--- src/rtl/cordic_pkg.sv ---
// cordic_pkg: shared types, arctangent table and gain constant for the iterative CORDIC engine
package cordic_pkg;
  typedef enum logic {CORDIC_ROT, CORDIC_VEC} cordic_mode_t;
  typedef enum logic [1:0] {IDLE, PREROT, ITER, DONE} state_t;
  localparam int ITERS_MAX = 32;
  // 1/An in Q30
  localparam logic [31:0] K_INV_Q30 = 32'd652032874;
  // atan(2**-i) in 32-bit BAM (2**31 = pi)
  localparam logic [31:0] ATAN_TABLE [ITERS_MAX] = '{
    32'd536870912, 32'd316933406, 32'd167458907, 32'd85004756,
    32'd42667331,  32'd21354465,  32'd10679838,  32'd5340245,
    32'd2670163,   32'd1335087,   32'd667544,    32'd333772,
    32'd166886,    32'd83443,     32'd41722,     32'd20861,
    32'd10430,     32'd5215,      32'd2608,      32'd1304,
    32'd652,       32'd326,       32'd163,       32'd81,
    32'd41,        32'd20,        32'd10,        32'd5,
    32'd3,         32'd1,         32'd1,         32'd0
  };
  function automatic longint round_shift(longint v, int s);
    return s <= 0 ? v : (v + (longint'(1) << (s - 1))) >>> s;
  endfunction
endpackage

--- src/rtl/cordic_atan_rom.sv ---
// cordic_atan_rom: rounded arctangent of 2**-idx in WIDTH-bit BAM
// idx  : micro-rotation index 0..31
// atan : round(atan(2**-idx)/pi * 2**(WIDTH-1))
module cordic_atan_rom
  import cordic_pkg::*;
#(
  parameter int WIDTH = 16
) (
  input  logic [4:0]       idx,
  output logic [WIDTH-1:0] atan
);
  always_comb atan = WIDTH'(round_shift(longint'(ATAN_TABLE[idx]), 32 - WIDTH));
endmodule

--- src/rtl/cordic_iter_engine.sv ---
// cordic_iter_engine: iterative CORDIC, rotation (cos/sin) and vectoring (atan2/magnitude) per transaction
// clock/reset (sync, active-low); in_valid/in_ready/in_mode/in_x/in_y/in_z request side;
// out_valid/out_ready/out_mode/out_x/out_y/out_z result side (x,y WIDTH+2 bits, z BAM WIDTH bits)
module cordic_iter_engine
  import cordic_pkg::*;
#(
  parameter int WIDTH = 16,
  parameter int ITERS = 14
) (
  input  logic                    clock,
  input  logic                    reset,
  input  logic                    in_valid,
  output logic                    in_ready,
  input  logic                    in_mode,
  input  logic [WIDTH-1:0]        in_x,
  input  logic [WIDTH-1:0]        in_y,
  input  logic [WIDTH-1:0]        in_z,
  output logic                    out_valid,
  input  logic                    out_ready,
  output logic                    out_mode,
  output logic signed [WIDTH+1:0] out_x,
  output logic signed [WIDTH+1:0] out_y,
  output logic [WIDTH-1:0]        out_z
);
  localparam int DW = WIDTH + 2;
  localparam logic signed [DW-1:0] K0 = DW'(round_shift(longint'(K_INV_Q30), 32 - WIDTH));
  state_t state, next;
  cordic_mode_t mode;
  logic [WIDTH-1:0] op_x, op_y, op_z, z, pz, nz, atan;
  logic signed [DW-1:0] x, y, ex, ey, px, py, nx, ny, xs, ys;
  logic [4:0] i;
  logic zero, flip, d_pos;
  cordic_atan_rom #(.WIDTH(WIDTH)) u_rom (.idx(i), .atan(atan));
  assign in_ready = state == IDLE;
  always_comb begin
    ex = {{2{op_x[WIDTH-1]}}, op_x};
    ey = {{2{op_y[WIDTH-1]}}, op_y};
    // angles beyond +/-pi/2 start from the vector (-K,0), i.e. pre-rotated by pi
    flip = op_z[WIDTH-1] ^ op_z[WIDTH-2];
    px = mode == CORDIC_ROT ? (flip ? -K0 : K0) : (op_x[WIDTH-1] ? -ex : ex);
    py = mode == CORDIC_ROT ? '0 : (op_x[WIDTH-1] ? -ey : ey);
    pz = mode == CORDIC_ROT ? {op_z[WIDTH-1] ^ flip, op_z[WIDTH-2:0]}
                            : {op_x[WIDTH-1], {(WIDTH-1){1'b0}}};
    d_pos = mode == CORDIC_ROT ? !z[WIDTH-1] : y[DW-1];
    xs = x >>> i;
    ys = y >>> i;
    nx = d_pos ? x - ys : x + ys;
    ny = d_pos ? y + xs : y - xs;
    nz = d_pos ? z - atan : z + atan;
  end
  always_comb begin
    next = state;
    case (state)
      IDLE:   next = in_valid ? PREROT : IDLE;
      PREROT: next = ITER;
      ITER:   next = i == 5'(ITERS - 1) ? DONE : ITER;
      DONE:   next = out_valid && out_ready ? IDLE : DONE;
    endcase
  end
  always_ff @(posedge clock) begin
    if (!reset) begin
      state <= IDLE;
      i <= '0;
      out_valid <= 1'b0;
      out_mode <= 1'b0;
      out_x <= '0;
      out_y <= '0;
      out_z <= '0;
    end else begin
      state <= next;
      if (in_valid && in_ready) begin
        mode <= cordic_mode_t'(in_mode);
        op_x <= in_x;
        op_y <= in_y;
        op_z <= in_z;
        zero <= in_mode && in_x == '0 && in_y == '0;
      end
      if (state == PREROT) begin
        x <= px;
        y <= py;
        z <= pz;
        i <= '0;
      end
      if (state == ITER) begin
        x <= nx;
        y <= ny;
        z <= nz;
        i <= i + 5'd1;
      end
      // result register stage: out_valid follows the last micro-rotation by one cycle
      if (state == DONE && !out_valid) begin
        out_valid <= 1'b1;
        out_mode <= mode;
        out_x <= zero ? '0 : x;
        out_y <= zero ? '0 : y;
        out_z <= zero ? '0 : z;
      end
      if (out_valid && out_ready) out_valid <= 1'b0;
    end
  end
endmodule

--- config.mk ---
export PLATFORM = sky130hd
export DESIGN_NAME = cordic_iter_engine
export DESIGN_NICKNAME = d
export VERILOG_FILES = /design/src/rtl/cordic_pkg.sv /design/src/rtl/cordic_atan_rom.sv /design/src/rtl/cordic_iter_engine.sv
export SDC_FILE = /design/constraint.sdc
export NUM_CORES = 1
export LEC_CHECK = 0
export CAP_MARGIN = 5
export CORE_MARGIN = 3
export CORE_UTILIZATION = 31
export DETAILED_ROUTE_END_ITERATION = 8
export GPL_ROUTABILITY_DRIVEN = 1
export PLACE_DENSITY = 0.58
export SLEW_MARGIN = 30
export SYNTH_ARGS = -nofsm -noshare
export SYNTH_HDL_FRONTEND = slang
export SYNTH_SLANG_ARGS = --single-unit
--- constraint.sdc ---
create_clock -name clock -period 7.2 [get_ports clock]
set_input_delay 1.44 -clock clock [delete_from_list [all_inputs] [get_ports clock]]
set_output_delay 1.44 -clock clock [all_outputs]
set_load 0.01 [all_outputs]
======== Word-level counts from Yosys, hierarchy flattened ========
Memory sizes are Yosys's and may differ from the RTL's.
Index checks and enable logic that the tools add are counted.
operators by class
  add/subtract/negate cells ............... 10
  bitwise gates (word level) .............. 4
  div/mod/pow operators ................... 0
  equality and inequality tests ........... 4
  multiply operators ...................... 0
  shift-type cells ........................ 2
  reductions and logical operators ........ 14
  magnitude comparators ................... 1
  muxes and demuxes ....................... 27
operators with widths
  operator                  count
  $mux W18                  13
  $mux W16                  5
  $mux W32                  2
  $add A18 B18 Y18          2
  $sshr A18 B5 Y18          2
  $sub A18 B18 Y18          2
  $add A32 B16 Y32 const B  1
  $logic_not A16 Y1         2
  $neg A16 Y18              1
  $neg A18 Y18              1
  $add A16 B16 Y16          1
  $sub A16 B16 Y16          1
  $mux W5                   2
  $pmux W2 S4               1
  $ge A6 B6 Y1 const B      1
  $not A5 Y6                1
  $add A5 B1 Y5 const B     1
  $eq A5 B4 Y1 const B      1
  $logic_and A1 B1 Y1       5
  $eq A2 B2 Y1 const B      2
  $reduce_and A2 Y1         2
  $mux W1                   3
  $eq A2 B1 Y1 const B      1
  $logic_not A1 Y1          2
  6 further kinds           7
word-level totals
  memories kept ........................... 1
  bits in latches ......................... 0
  output and inout bits ................... 55
  register bits after elaboration ......... 163
  word-level logic and storage cells ...... 78
  memory bits (writable) .................. 0
  input port bits ......................... 53
  memory bits (read-only) ................. 1,024
memories
  memory           depth  bits a word  rd ports  clocked after Yosys merged registers in  write ports  line                   RTL
  (no name shown)  32     32           1         0                                        0            cordic_atan_rom.sv:12  always_comb atan = WIDTH'(round_shift(longint'(ATAN_TABLE[idx]), 32 - WIDTH));

======== Logic depth before layout (Yosys ltp) ========
  word-level depth ........................ 8
  gate-level depth with buffers ........... 25
  depth with buffers taken out ............ 22

======== Hierarchy ========
From an unflattened synthesis, not the netlist that was laid out.
unflattened totals
  cell total of the unflattened synthesis .. 1,379
  area, all modules ....................... 12,957.4 µm²
modules (own cells, without submodules)
  module              instances  area each (µm²)  cells each  seq. area each (µm²)
  cordic_iter_engine  1          12,308.1         1,295       4,284.1
  cordic_atan_rom     1          649.4            84          0.0

======== Least setup slack after synthesis ========
OpenSTA, ideal clock, no wires.
  path kind ............................... reg-to-reg
  start point ............................. register i[0]
  end point ............................... register z[14] (data pin)
  data required time ...................... 6.940 ns
  period minus slack after synthesis ...... 5.225 ns
  buffers on the path ..................... 3
  library setup time ...................... 0.260 ns
  slack ................................... 1.975 ns
  data arrival time ....................... 4.965 ns
  cell stages (with the launch flop) ...... 24
  path through ............................ dfxtp_1 inv_2 clkbuf_1 buf_1 ha_1 a21oi_1 a311oi_1 ha_1 clkbuf_1 nand4_1 mux2_1 o41ai_1 or3b_1 o21ai_0 xnor2_1 ha_1 and2_1 o21ai_0 inv_1 a41oi_1 a21oi_1 a21oi_1 xnor2_1 mux2_2
on the way
  word-level cells in the longest chain between the ends .. 8
  elaborated cells between the ends (all ways) .. 9
  classes of those cells .................. add/sub (3); mux (4); bitwise (1); memory (1)
ends and longest elaborated chain
  what                                                  line                      RTL
  start: declaration                                    cordic_iter_engine.sv:31  logic [4:0] i;
  start signal: assignment                              cordic_iter_engine.sv:88  i <= i + 5'd1;
  $not A5 Y6 (not written as such) *                    cordic_atan_rom.sv:12
  $mem_v2 Z32 W32 *                                     n/a
  $mux W32 (not written as such) * (2 in a row)         cordic_atan_rom.sv:12
  $add A32 B16 Y32 *                                    cordic_pkg.sv:20          return s <= 0 ? v : (v + (longint'(1) << (s - 1))) >>> s;
  $add A16 B16 Y16 or $sub A16 B16 Y16 (tied branches)  cordic_iter_engine.sv:49  nz = d_pos ? z - atan : z + atan;
  $mux W16 *                                            cordic_iter_engine.sv:49
  $mux W16 *                                            cordic_iter_engine.sv:84  if (state == ITER) begin
  end signal: assignment                                cordic_iter_engine.sv:81  z <= pz;
  end signal: assignment                                cordic_iter_engine.sv:87  z <= nz;
  end: declaration                                      cordic_iter_engine.sv:29  logic [WIDTH-1:0] op_x, op_y, op_z, z, pz, nz, atan;
Every way passes the cells marked *; elsewhere a longest branch is shown, timed or not. The select of a mux whose other input is x is not followed.
A chain may end at the register's enable or synchronous reset.

======== Final worst setup path ========
  start point ............................. register i[1]
  end point ............................... register z[14] (data pin)
Same word-level chain as after synthesis.

==> impl_summary.md <==
Clocking
At the later pin of the worst-skew pair, clock insertion delay measures 0.47 ns. The clock drives ~160 sinks. Buffers inserted to repair hold after CTS numbered 0. The tree is rooted in a clkbuf_16. Once the clock tree was built, the setup fixing pass inserted 0 buffers. The CTS tree is built. The H-tree depth reported by CTS is 4. Clock tree synthesis inserted a total of 17 buffers. Once the clock tree was built, the resizer swapped 0 gates to a different size. The buffer levels on the longest clock path is 2. After clock tree synthesis, the clock-pin slew on the worst setup and hold paths is 0.07 ns.

Route
The detailed-router iteration count before antenna repair is 5. Using the TritonRoute via totals, the vias-per-cell ratio works out to approximately 5.4. In the routed design, unresolved DRC markers number 0. The routed layout has 10900 vias. The detailed router finished its first iteration with a little over 900 violations. The detailed-route wire length is just under 40000 um.

The routed wire length per instance is a little under 20 um. The number of routed nets with antenna violations is 0.

Timing
The number of failing hold endpoints at the final stage is 0. Derived from the worst setup path, the maximum achievable clock frequency is ~0.17 GHz. After routing, the total negative slack on setup checks comes to 0 ns. Clock skew on the completed layout was measured at 0.0137 ns.

The final-report max-slew violation count came to 0. The worst path meets setup with about 1.3 ns of slack. The final worst-path cycle share is 81.3%. The minimum clock period after layout is roughly 5.9 ns. The worst slew slack as a fraction of its limit is 44.3%. Setup repair after global routing left no endpoint under its margin. The final number of setup-violating endpoints is 0. At the pin with the least slew margin, the transition time is 0.836 ns.

Layout
The final cell count without fillers is approximately 2000. The number of nets in the finished design is between 1500 and 2000. 0 antenna diodes ended up in the layout.

The number of inserted filler cells in the final layout is approximately 4100. Of the cells placed in the final design, the portion with a size suffix greater than 1 is between 8 and 9%. The finished cells cover ~15000 sq um. The layout overhead on the synthesized area is 17.4%.

Measured on the finished design, the core utilization comes to between 30% and 40%.

Logic synthesis
The dominant register cell in the synthesized netlist is edfxtp_1. Sequential elements use ~34% of the synthesized area. The cell with the most instances after synthesis is a21oi_1. The commonest cells after synthesis are 150 x a21oi_1, 128 x nand2_1, 102 x edfxtp_1, 85 x o21ai_0. The async set-reset flop share out of synthesis is 0%. The biggest area contributor in the post-synthesis netlist is edfxtp_1.

The unique cell type count in the Yosys netlist is slightly above 80. During synthesis, Yosys emitted a total of 0 warnings. In the post-synthesis netlist, the biggest area contributors are edfxtp_1 24%, dfxtp_1 9.7%, ha_1 6.3%. The count of mapped cells out of synthesis is ~1400. The net count after synthesis is around 1500.

The average instance in the mapped netlist occupies between 9 and 10 sq um. The count of flip-flops with a built-in enable after synthesis is between 100 and 150. After synthesis, the largest area contributor takes up between 20% and 30% of total cell area. Counting flops and latches in the post-synthesis netlist gives ~160. The mapped netlist covers approximately 13000 sq um.

Setup path
The category of the critical setup timing path is reg2reg. STA classifies the critical path endpoint as a register. In this run the critical register-to-register path is captured at z[14]$_DFFE_PP_. STA classifies the critical path startpoint as a register. The signal arrival time at the worst endpoint is 6.08 ns.

The startpoint of the worst-slack reg-to-reg timing path is i[1]$_SDFFE_PN0N_. The source of the critical timing path is i[1]$_SDFFE_PN0N_. The maximum fanout count along the critical path is 37. The slack of the worst reg-to-reg path is approximately 1.3 ns. The number of cells on the worst reg-to-reg path is 19. Data on the critical path is required at its endpoint by between 7 and 8 ns.

Global route
The first global-routing pass estimated between 60000 and 70000 um of wire. The overall overflow remaining after global route is 0. The initial antenna violation count is 0. The via count of the first global-routing pass is 10500.

The aggregate global-route resource usage is roughly 18%. The pin count of the biggest net entering global routing is 65.

Run
Max-cap violations in this run came to 0.

Floorplanning
Measured along the y axis, the die boundary spans about 210 um. In this run the horizontal extent of the chip is 208 um. The initial core utilization is between 30% and 40%. The floorplan step defined a die boundary enclosing 43300 sq um. The floorplan has 73 rows. In this run the count of I/O pins placed on the die edge is between 100 and 150.

The core area is about 40000 sq um.

Pwr
Summed over all cells, the static leakage comes to 5.21 nW. Power spread over the standard cell area amounts to 243 nW/um^2. Across the VDD grid, the largest voltage drop is 181 uV.

Placement
After legalization and detailed placement, the total HPWL measured ~29000 um. During placement, the flow inserted port buffers numbering roughly 110. The number of cells in the design after placement is 1969. At the end of routability-driven placement, the weighted congestion stood at around 0.98. The cell area after placement is 14200 sq um. The worst slack after detailed placement is about 1.4 ns.

Hold path
The startpoint of the worst hold path is out_valid$_SDFFE_PP0P_. The worst min-delay path endpoint is out_valid$_SDFFE_PP0P_. The class of the tightest hold or removal check is reg2reg.

Counting instances, the worst hold path has a depth of 1.

Run status
The flow ran to the end, and the final reports show no timing, DRC or antenna violations.
[layout make-up]
| class | count | area [sq um] | share of cell area (%) |
|---|---|---|---|
| timing repair buffer | 132 | 1260 | 8.49 |
| clock buffer | 17 | 425 | 2.86 |
| inverter | 39 | 146 | 0.986 |
| clock inverter | 15 | 190 | 1.28 |
| sequential | 163 | 4290 | 28.9 |
| multi-input combinational | 1111 | 7880 | 53.1 |
| tap | 525 | 657 | 4.42 |
[sequential cells by signal (all words and copies together) (netlist names)]
signal and cells:
out_x 18, out_y 18, x 18, y 18
op_x 16, op_y 16, op_z 16, out_z 16
z 16, i 5, state 2, mode 1
out_mode 1, out_valid 1, zero 1
[critical path: stages (launching register included)]
cell	delay [ns]
dfxtp_2	0.87
inv_2	0.28
ha_1	0.49
nand2b_1	0.08
a311oi_1	0.33
ha_1	0.43
nand4_1	0.14
mux2_1	0.31
o41ai_1	0.12
or3b_1	0.49
nand2_1	0.11
xor2_1	0.15
ha_1	0.28
a21oi_1	0.23
o21ai_0	0.24
a41oi_1	0.39
a21oi_1	0.10
a21oi_1	0.21
xnor2_1	0.09
mux2_2	0.26
[placed cells by master (no fill, tap or decap), types with 6 or more instances in the layout]
cell type	netlist	final
nor3b_1	49	49
ha_1	64	64
nor2_1	72	70
o21a_1	10	10
xor2_1	55	55
clkbuf_16	0	17
nand3_1	26	26
dfxtp_1	61	58
o21ai_0	85	85
nor4_1	10	10
buf_4	3	24
nand2_1	128	128
a31oi_1	9	9
and3_1	10	9
or3_1	10	10
o21bai_1	9	9
edfxtp_1	102	102
a22o_1	7	7
and2_1	11	10
nor3_1	24	23
o31ai_1	13	13
clkdlybuf4s50_1	0	106
nand4_1	7	7
inv_1	32	32
nor2b_1	72	72
o22ai_1	16	16
a21oi_1	150	150
a211oi_1	21	21
mux2_1	6	6
mux2i_1	37	36
nand2b_1	22	21
mux2_2	14	14
xnor2_1	61	61
a21o_1	14	14
mux4_2	21	21
[stage by stage]
stage | hold slack (ns) | total power, mW
after CTS | 0.508 | 3.63
after global routing | 0.534 | 3.85
after global placement | 0.477 | 2.63
after detailed placement | 0.491 | 2.64
after floorplan | 0.462 | 2.26
final | 0.506 | 3.62
[worst max-delay path by stage]
stage                           end
finish              z[14]$_DFFE_PP_
global route        z[14]$_DFFE_PP_
CTS                 z[14]$_DFFE_PP_
detailed placement  z[14]$_DFFE_PP_
global placement    z[14]$_DFFE_PP_
floorplan           z[14]$_DFFE_PP_
[cells by family after synthesis]
kind of cell,count (synthesis),share of synthesized area (%)
simple gates,457,19.1
compound gates,390,19.1
flops,163,33.9
buf+inv,125,4.12
xor+xnor,117,8.21
mux,80,8.86
fa+ha+maj,67,6.80
[report_power, final]
group / total, mW / switching [mW] / leakage, nW / internal, mW
Sequential: 1.20 / 0.103 / 1.44 / 1.10
Combinational: 1.45 / 0.830 / 3.47 / 0.621
Clock: 0.964 / 0.436 / 0.298 / 0.527
Total: 3.62 / 1.37 / 5.21 / 2.25
[per-layer routing]
metal,GRT usage (%),part of all wire [%]
met4,5.00,1.7
met5,0,0
met3,3.23,5.9
met2,27.7,45
met1,25.0,48
Power figures use the tool's default switching activity.
